### src/rtl/mem_wb_stage_skid.sv
// MEM/WB pipeline stage with a valid/ready handshake and a two-entry skid buffer.
// Also handles flush, selects the writeback data, and counts back-pressure cycles.
//
// state | meaning
// EMPTY | head and skid both empty
// BUSY  | head holds an entry, skid empty
// FULL  | head and skid both hold entries, upstream is stalled
module mem_wb_stage_skid #(
  parameter int XLEN  = 32,
  parameter int RA_W  = 5,
  parameter int CNT_W = 16
) (
  input  logic             clk_i,
  input  logic             rst_i,
  input  logic             flush_i,
  input  logic             in_valid_i,
  output logic             in_ready_o,
  input  logic [XLEN-1:0]  alu_result_i,
  input  logic [XLEN-1:0]  rd_data_i,
  input  logic [XLEN-1:0]  mem_rdata_i,
  input  logic [RA_W-1:0]  rd_addr_i,
  input  logic             reg_write_i,
  input  logic             mem_to_reg_i,
  output logic             out_valid_o,
  input  logic             out_ready_i,
  output logic [XLEN-1:0]  alu_result_o,
  output logic [XLEN-1:0]  rd_data_o,
  output logic [XLEN-1:0]  mem_rdata_o,
  output logic [XLEN-1:0]  wb_data_o,
  output logic [RA_W-1:0]  rd_addr_o,
  output logic             reg_write_o,
  output logic             mem_to_reg_o,
  output logic [CNT_W-1:0] stall_cnt_o
);

  typedef enum logic [1:0] {
    ST_EMPTY = 2'd0,
    ST_BUSY  = 2'd1,
    ST_FULL  = 2'd3
  } state_t;

  typedef struct packed {
    logic [XLEN-1:0] alu;
    logic [XLEN-1:0] rd;
    logic [XLEN-1:0] mem;
    logic [RA_W-1:0] addr;
    logic            reg_write;
    logic            mem_to_reg;
  } entry_t;

  state_t           state_q, state_d;
  entry_t           h_q, h_d, s_q, s_d;
  entry_t           in_e;
  logic [CNT_W-1:0] stall_cnt_q, stall_cnt_d;
  logic             h_valid, s_valid, accept, pop;

  assign h_valid    = (state_q != ST_EMPTY);
  assign s_valid    = (state_q == ST_FULL);
  assign in_ready_o = ~s_valid;
  // A flushed cycle never takes the offered entry.
  assign accept     = in_valid_i & in_ready_o & ~flush_i;
  assign pop        = h_valid & out_ready_i;

  assign in_e = '{alu: alu_result_i, rd: rd_data_i, mem: mem_rdata_i,
                  addr: rd_addr_i, reg_write: reg_write_i, mem_to_reg: mem_to_reg_i};

  // Next-state and payload steering for the head/skid pair.
  always_comb begin
    state_d = state_q;
    h_d     = h_q;
    s_d     = s_q;
    if (flush_i) begin
      state_d = ST_EMPTY;
    end else begin
      case (state_q)
        ST_EMPTY: begin
          if (accept) begin
            h_d     = in_e;
            state_d = ST_BUSY;
          end
        end
        ST_BUSY: begin
          if (accept && pop) begin
            h_d = in_e;
          end else if (accept) begin
            s_d     = in_e;
            state_d = ST_FULL;
          end else if (pop) begin
            state_d = ST_EMPTY;
          end
        end
        ST_FULL: begin
          if (pop) begin
            h_d     = s_q;
            state_d = ST_BUSY;
          end
        end
        default: state_d = ST_EMPTY;
      endcase
    end
  end

  // Saturating count of cycles where the head is valid but not taken.
  always_comb begin
    stall_cnt_d = stall_cnt_q;
    if (h_valid && !out_ready_i && (stall_cnt_q != {CNT_W{1'b1}}))
      stall_cnt_d = stall_cnt_q + CNT_W'(1);
  end

  // State, payload and counter registers; reset wins over everything.
  always_ff @(posedge clk_i) begin
    if (rst_i) begin
      state_q     <= ST_EMPTY;
      h_q         <= '0;
      s_q         <= '0;
      stall_cnt_q <= '0;
    end else begin
      state_q     <= state_d;
      h_q         <= h_d;
      s_q         <= s_d;
      stall_cnt_q <= stall_cnt_d;
    end
  end

  assign out_valid_o  = h_valid;
  assign alu_result_o = h_q.alu;
  assign rd_data_o    = h_q.rd;
  assign mem_rdata_o  = h_q.mem;
  assign rd_addr_o    = h_q.addr;
  assign mem_to_reg_o = h_q.mem_to_reg;
  assign reg_write_o  = h_q.reg_write & h_valid;
  assign wb_data_o    = h_q.mem_to_reg ? h_q.mem : h_q.alu;
  assign stall_cnt_o  = stall_cnt_q;

endmodule
### config.mk
export PLATFORM = sky130hd
export DESIGN_NAME = mem_wb_stage_skid
export DESIGN_NICKNAME = d
export VERILOG_FILES = /design/src/rtl/mem_wb_stage_skid.sv
export SDC_FILE = /design/constraint.sdc
export NUM_CORES = 1
export LEC_CHECK = 0
export BUFFER_PORTS_ARGS = -buffer_cell sky130_fd_sc_hd__buf_4
export CAP_MARGIN = 20
export CORE_UTILIZATION = 40
export CTS_BUF_LIST = sky130_fd_sc_hd__clkbuf_8 sky130_fd_sc_hd__clkbuf_16
export DETAILED_ROUTE_END_ITERATION = 8
export PLACE_DENSITY_LB_ADDON = 0.08
export SETUP_SLACK_MARGIN = 0.1
export SYNTH_ARGS = -nofsm -noshare
export SYNTH_HDL_FRONTEND = slang
export SYNTH_SLANG_ARGS = --single-unit
export TNS_END_PERCENT = 20
### constraint.sdc
create_clock -name clk_i -period 1.8 [get_ports clk_i]
set_input_delay 0.18 -clock clk_i [delete_from_list [all_inputs] [get_ports clk_i]]
set_output_delay 0.18 -clock clk_i [all_outputs]
set_load 0.05 [all_outputs]
Yosys cells after proc, flatten, opt, wreduce, memory -nomap -nowiden --
Cells that the tools add are included.
Cells by class: $add $sub $neg 1, eq/ne operators 8, mux-type cells 11, bitwise logic cells 7, reduce and logical (&&, ||, !) cells 11
Operator list (count):
- $mux 103 | 3
- $pmux 103 s3 | 1
- $mux 32 | 1
- $add 16x1->16 const B | 1
- $ne 16x16->1 const B | 1
- $mux 2 | 5
- $reduce_and 4->1 | 2
- $ne 2x2->1 const B | 3
- $pmux 2 s3 | 1
- $reduce_and 5->1 | 1
- $and 1x1->1 | 4
- $logic_and 1x1->1 | 3
- $ne 3x3->1 const B | 1
- $not 1->1 | 3
- $reduce_bool 3->1 | 1
- $eq 2x1->1 const B | 1
- $eq 2x2->1 const B | 1
- $logic_not 2->1 | 1
- $ne 2x1->1 const B | 1
- $reduce_bool 2->1 | 1
- $reduce_or 2->1 | 1
- $logic_not 1->1 | 1
Storage, ports and cells: flip-flop bits (word level) 224, output and inout bits 153

Depth between registers and ports, before layout --
depth in word-level cells 7, depth in mapped cells 10, depth with buffers taken out 6

Worst setup path after synthesis --
OpenSTA, ideal clock, no wires.
kind register to register, from register stall_cnt_q[0], in the netlist stall_cnt_o[0], to register stall_cnt_q[15], in the netlist stall_cnt_o[15], setup time 0.123 ns, arrival time 1.964 ns, path slack -0.287 ns, stages on the path, launching flop included 7, buffers on the path 1, period minus slack after synthesis 2.087 ns, cells stage by stage dfxtp_1 ha_1 nand4_2 nor4_4 buf_6 nor4_1 mux2_1
Between the ends: word-level cells in the longest chain between the ends 2
RTL lines:
- start: declaration | RTL line 54 | logic [CNT_W-1:0] stall_cnt_q, stall_cnt_d;
- start signal: assignment | RTL line 121 | stall_cnt_q <= stall_cnt_d;
- parallel branches: the longest is 2 deep, another holds $add 16x1->16
Several ways; the timed one is not identified. A chain may end at the register's enable or synchronous reset.

Worst setup path in the final report --
from register state_q[1], to register h_q (netlist bit mem_to_reg_o)
Between the ends: word-level cells in the longest chain between the ends 7
RTL lines:
- start: declaration | RTL line 51 | state_t state_q, state_d;
- start signal: assignment | RTL line 118 | state_q <= state_d;
- $eq 2x2->1 | RTL line 58, 75
- $not 1->1 | RTL line 59 | assign in_ready_o = ~s_valid;
- $and 1x1->1 (2 in a row) | RTL line 61 | assign accept = in_valid_i & in_ready_o & ~flush_i;
- $logic_and 1x1->1 | RTL line 83 | if (accept && pop) begin
- $ne 2x2->1 (no source line)
- $reduce_and 5->1 (no source line)
- end signal: assignment | RTL line 114 | h_q <= '0;
- end signal: assignment | RTL line 119 | h_q <= h_d;
- end: declaration | RTL line 52 | entry_t h_q, h_d, s_q, s_d;
Parallel ways exist; a longest one is shown, timed or not.

==> out/qor.log <==
qor: timing.fin_hold_ws 0.0966 ns
qor: critical_path.worst_setup_path_start_kind flip-flop
qor: critical_path.worst_path_dominant_cell_family buffers and inverters
qor: final_layout.flow.area_growth_from_synthesis 60.0%
qor: critical_path.timing.critical_path.cells inv_4 > ha_4 > buf_6 > buf_6 > o21bai_4 > buf_12 > buf_8 > buf_16 > a31oi_1 > nor3_1
qor: global_route.grt_first_pass_wirelength 61,700 µm
qor: clock_tree.cts_max_path_buffers 3
qor: critical_path.worst_r2r_dst mem_to_reg_o$_SDFFE_PP0P_
qor: critical_path.crit_arrival 2.33 ns
qor: routing.antenna_violating_nets_post_route 0
qor: synthesis.synth_top_cell_by_area sky130_fd_sc_hd__dfxtp_1
qor: global_route.grt_max_degree 107
qor: routing.vias 11,300
qor: power.power.density_cell_area 847 nW/µm²
qor: routing.detail_route.drc_violations 0
qor: routing.drt_pre_antenna_iters 7
qor: timing.timing_max_transition_violations_final 0
qor: power.clock_power_share 34.7%
qor: synthesis.ys_async_sr_fraction 0%
qor: final_layout.final_cell_mix 268 x sky130_fd_sc_hd__buf_4, 218 x sky130_fd_sc_hd__nand2_1, 205 x sky130_fd_sc_hd__dfxtp_1, 113 x sky130_fd_sc_hd__a21oi_1, 103 x sky130_fd_sc_hd__dlygate4sd3_1
qor: power.power.switching 4.93 mW
qor: timing.least_margin_pin_slew 0.809 ns
qor: routing.detail_route.vias_per_cell 5.57
qor: routing.drt-wirelength-per-cell 20.6 µm
qor: critical_path.highest_fanout_seen_on_the_critical_path 7
qor: place.io_buffers 260
qor: floorplan.floorplan.io_pins 261
qor: timing.setup_tns -3.03 ns
qor: floorplan.rows 61
qor: timing.rsz0062_at_grt true
qor: synthesis.top_cells_by_area_in_the_synthesized_netlist sky130_fd_sc_hd__dfxtp_1 40%, sky130_fd_sc_hd__mux2_2 13%, sky130_fd_sc_hd__buf_4 7.4%
qor: place.gp_congestion 0.785
qor: power.p_leak 6.83 nW
qor: run.maxCapViolations 0
qor: clock_tree.cts-htree-levels 1
qor: critical_path.worst-r2r-cell-count 10
qor: global_route.first_global_vias 10,700
qor: synthesis.synth_cells 1,330
qor: clock_tree.clock_sink_count 224
qor: clock_tree.numCtsBuffers 26
qor: timing.final.min_clock_period 1.90 ns
qor: timing.timing.max_slew.rel_slack 46.0%
qor: global_route.grt_use_total 27.0%
qor: final_layout.mostFrequentLayoutCell sky130_fd_sc_hd__buf_4
qor: floorplan.dieHeight 170 µm
qor: min_path.worst_hold_path.num_cells 2
qor: timing.finalClockSkew 0.0121 ns
qor: critical_path.end_kind flip-flop
qor: clock_tree.clock_pin_slew_of_the_registers_on_the_worst_case_setup_and_hold_paths 0.06 ns
qor: min_path.worstHoldPathType in2reg
qor: timing.final-setup-viol-count 94
qor: global_route.antenna_found_initial 0
qor: synthesis.synth.yosys.seq_area_share 39.6%
qor: run_status.failed_checks negative setup slack
qor: min_path.worstHoldEndpoint s_q[56]$_SDFFE_PP0P_
qor: clock_tree.tritoncts_clock_tree yes
qor: floorplan.core_area 27,800 µm²
qor: final_layout.drive_above_1_share 44.6%
qor: floorplan.fp.dieW 170 µm
qor: clock_tree.root_buffer sky130_fd_sc_hd__clkbuf_16
qor: synthesis.flip_flop_and_latch_count_after_synthesis 224
qor: critical_path.levels_on_crit_path 10
qor: floorplan.total_die_area 29,000 µm²
qor: routing.drt_iter0_drc 911
qor: power.internal_power 10.4 mW
qor: synthesis.yosysWarnings 0
qor: final_layout.fin_nets 1,739
qor: critical_path.r2r_setup_slack -0.10 ns
qor: critical_path.cp_common_cell sky130_fd_sc_hd__buf_6
qor: timing.final.setup.worst_slack -0.102 ns
qor: routing.postRouteWirelength 41,600 µm
qor: timing.fmaxAchievable 526 MHz
qor: critical_path.max_stage_delay 0.38 ns
qor: synthesis.ys.flop_type sky130_fd_sc_hd__dfxtp_1
qor: timing.hold_viol_final 0
qor: run_status.run_status complete, but fails checks
qor: synthesis.total_standard_cell_area_after_synthesis 11,300 µm²
qor: critical_path.worstPathBufferInverterCount 6
qor: critical_path.setup.worst_path.class reg2reg
qor: synthesis.synth_cell_types 44
qor: power.share_of_total_power_in_combinational_logic 29.8%
qor: global_route.gr-total-overflow 0
qor: synthesis.synth-edff-count 0
qor: timing.min_period_over_period 106%
qor: synthesis.synthesis.area_per_instance 8.52 µm²
qor: final_layout.antenna-diode-count 0
qor: place.dp_hpwl 21,500 µm
qor: critical_path.crit_path_top_delay_cell sky130_fd_sc_hd__dfxtp_4
qor: critical_path.worst_r2r_startpoint state_q[1]$_SDFFE_PP0P_
qor: synthesis.synthesized_nets 1,443
qor: critical_path.worst_ep_required_time 2.23 ns
qor: power.swShare 32.1%
qor: power.seqPwrFrac 35.4%
qor: floorplan.start_util 40.8%
qor: synthesis.synth_top_cell_area_share 39.6%
qor: clock_tree.worst_skew_pair.late_latency 0.53 ns
qor: min_path.timing.hold.worst.start rst_i
qor: power.irDropWorstVdd 0.597 mV
==> cell usage after synthesis (2+ instances only) <==
cell                       instances
sky130_fd_sc_hd__or4_1             6
sky130_fd_sc_hd__buf_6            12
sky130_fd_sc_hd__buf_2            44
sky130_fd_sc_hd__o21ai_1           2
sky130_fd_sc_hd__o31ai_1           6
sky130_fd_sc_hd__nor4_1          106
sky130_fd_sc_hd__ha_1              5
sky130_fd_sc_hd__and3_1            4
sky130_fd_sc_hd__clkbuf_1         68
sky130_fd_sc_hd__and4_1            2
sky130_fd_sc_hd__nand4_2           2
sky130_fd_sc_hd__o21ai_0           5
sky130_fd_sc_hd__nand2_1         218
sky130_fd_sc_hd__and2_1            2
sky130_fd_sc_hd__buf_4           111
sky130_fd_sc_hd__nand4_1           5
sky130_fd_sc_hd__mux2_2          135
sky130_fd_sc_hd__nand3_1           5
sky130_fd_sc_hd__nor3_1          106
sky130_fd_sc_hd__a31oi_1         105
sky130_fd_sc_hd__dfxtp_1         224
sky130_fd_sc_hd__mux2_1            2
sky130_fd_sc_hd__nor2_1            6
sky130_fd_sc_hd__inv_1             6
sky130_fd_sc_hd__nor2b_1           6
sky130_fd_sc_hd__mux2i_1           2
sky130_fd_sc_hd__a21oi_1         115
sky130_fd_sc_hd__or3_1             4
==> worst reg2reg max path, cell delays in order (launching register included) <==
cell and delay (ns):
sky130_fd_sc_hd__dfxtp_4 0.38, sky130_fd_sc_hd__inv_4 0.05, sky130_fd_sc_hd__ha_4 0.18, sky130_fd_sc_hd__buf_6 0.13, sky130_fd_sc_hd__buf_6 0.12, sky130_fd_sc_hd__o21bai_4 0.19, sky130_fd_sc_hd__buf_12 0.17, sky130_fd_sc_hd__buf_8 0.12
sky130_fd_sc_hd__buf_16 0.15, sky130_fd_sc_hd__a31oi_1 0.11, sky130_fd_sc_hd__nor3_1 0.19
==> kinds of logic (layout without fill, tap and decap cells) <==
kind of cell	Yosys count	in the layout	synth area share, %
compound gates	240	240	12.2
simple gates	480	480	20.9
flops	224	224	39.6
fa+ha+maj	5	5	0.552
mux	139	139	13.8
buf+inv	242	555	13.0
==> power groups by stage <==
stage | clock network, mW | registers (mW) | logic, mW
2_1_floorplan | 0 | 5.43 | 2.39
3_3_place_gp | 0 | 5.50 | 3.17
3_5_place_dp | 0 | 5.50 | 3.19
4_1_cts | 5.42 | 5.40 | 4.24
5_1_grt | 5.62 | 5.46 | 4.76
6_report | 5.33 | 5.44 | 4.58
==> repair_timing <==
action,CTS,global route
resized for setup,224,117
setup buffers,41,9
pin swaps,134,53
hold buffers,103,0
endpoints found under the hold margin,103,0
gates cloned,28,7
endpoints found under the setup margin,252,258
==> flip-flops by register name, indices dropped and copies added, names as in the netlist <==
name,cells
mem_to_reg_o,1
state_q,2
h_q,1
rd_data_o,32
alu_result_o,32
mem_rdata_o,32
s_q,103
rd_addr_o,5
stall_cnt_o,16
==> worst max-delay path by stage <==
| stage | startpoint | end | slack [ns] |
|---|---|---|---|
| after floorplan | state_q[0]$_SDFFE_PP0P_ | stall_cnt_o[15]$_SDFFE_PP0P_ | 0.009 |
| after global placement | state_q[0]$_SDFFE_PP0P_ | stall_cnt_o[15]$_SDFFE_PP0P_ | -0.22 |
| after detailed placement | state_q[0]$_SDFFE_PP0P_ | stall_cnt_o[15]$_SDFFE_PP0P_ | -0.20 |
| after CTS | mem_to_reg_o$_SDFFE_PP0P_ | wb_data_o[11] | -0.08 |
| after global routing | state_q[1]$_SDFFE_PP0P_ | mem_rdata_o[11]$_SDFFE_PP0P_ | -0.14 |
| final | state_q[1]$_SDFFE_PP0P_ | mem_to_reg_o$_SDFFE_PP0P_ | -0.10 |
==> layer usage <==
layer | global-route usage [%] | vias up | wire [µm] | part of all wire, %
met1 | 35.6 | 5497 | 18100 | 43
met2 | 45.7 | 385 | 20100 | 48
met3 | 4.21 | 74 | 2360 | 5.7
li1 | - | 5309 | - | -
met4 | 6.97 | 0 | 1070 | 2.6
met5 | 0 | - | 0 | 0
==> stage by stage <==
step,total power [mW],util (%),cell area (µm²),setup WS [ns],instances
finish,15.4,65.2,18100,-0.102,2021
floorplan,7.82,-,11400,0.00913,1330
detailed placement,8.69,47.6,13200,-0.204,1796
CTS,15.1,62.4,17300,-0.0812,2013
global route,15.8,65.2,18100,-0.139,2021
global placement,8.67,47.6,13200,-0.221,1796
==> area by class of cell <==
cell class | instances | area (µm²)
Inverter | 6 | 32.5
Multi-Input combinational cell | 864 | 6700
Tap cell | 378 | 473
Clock buffer | 36 | 800
Fill cell | 2223 | 9670
Clock inverter | 9 | 66.3
Timing Repair Buffer | 504 | 5530
Sequential cell | 224 | 4520
(Power assumes the default switching activity.)
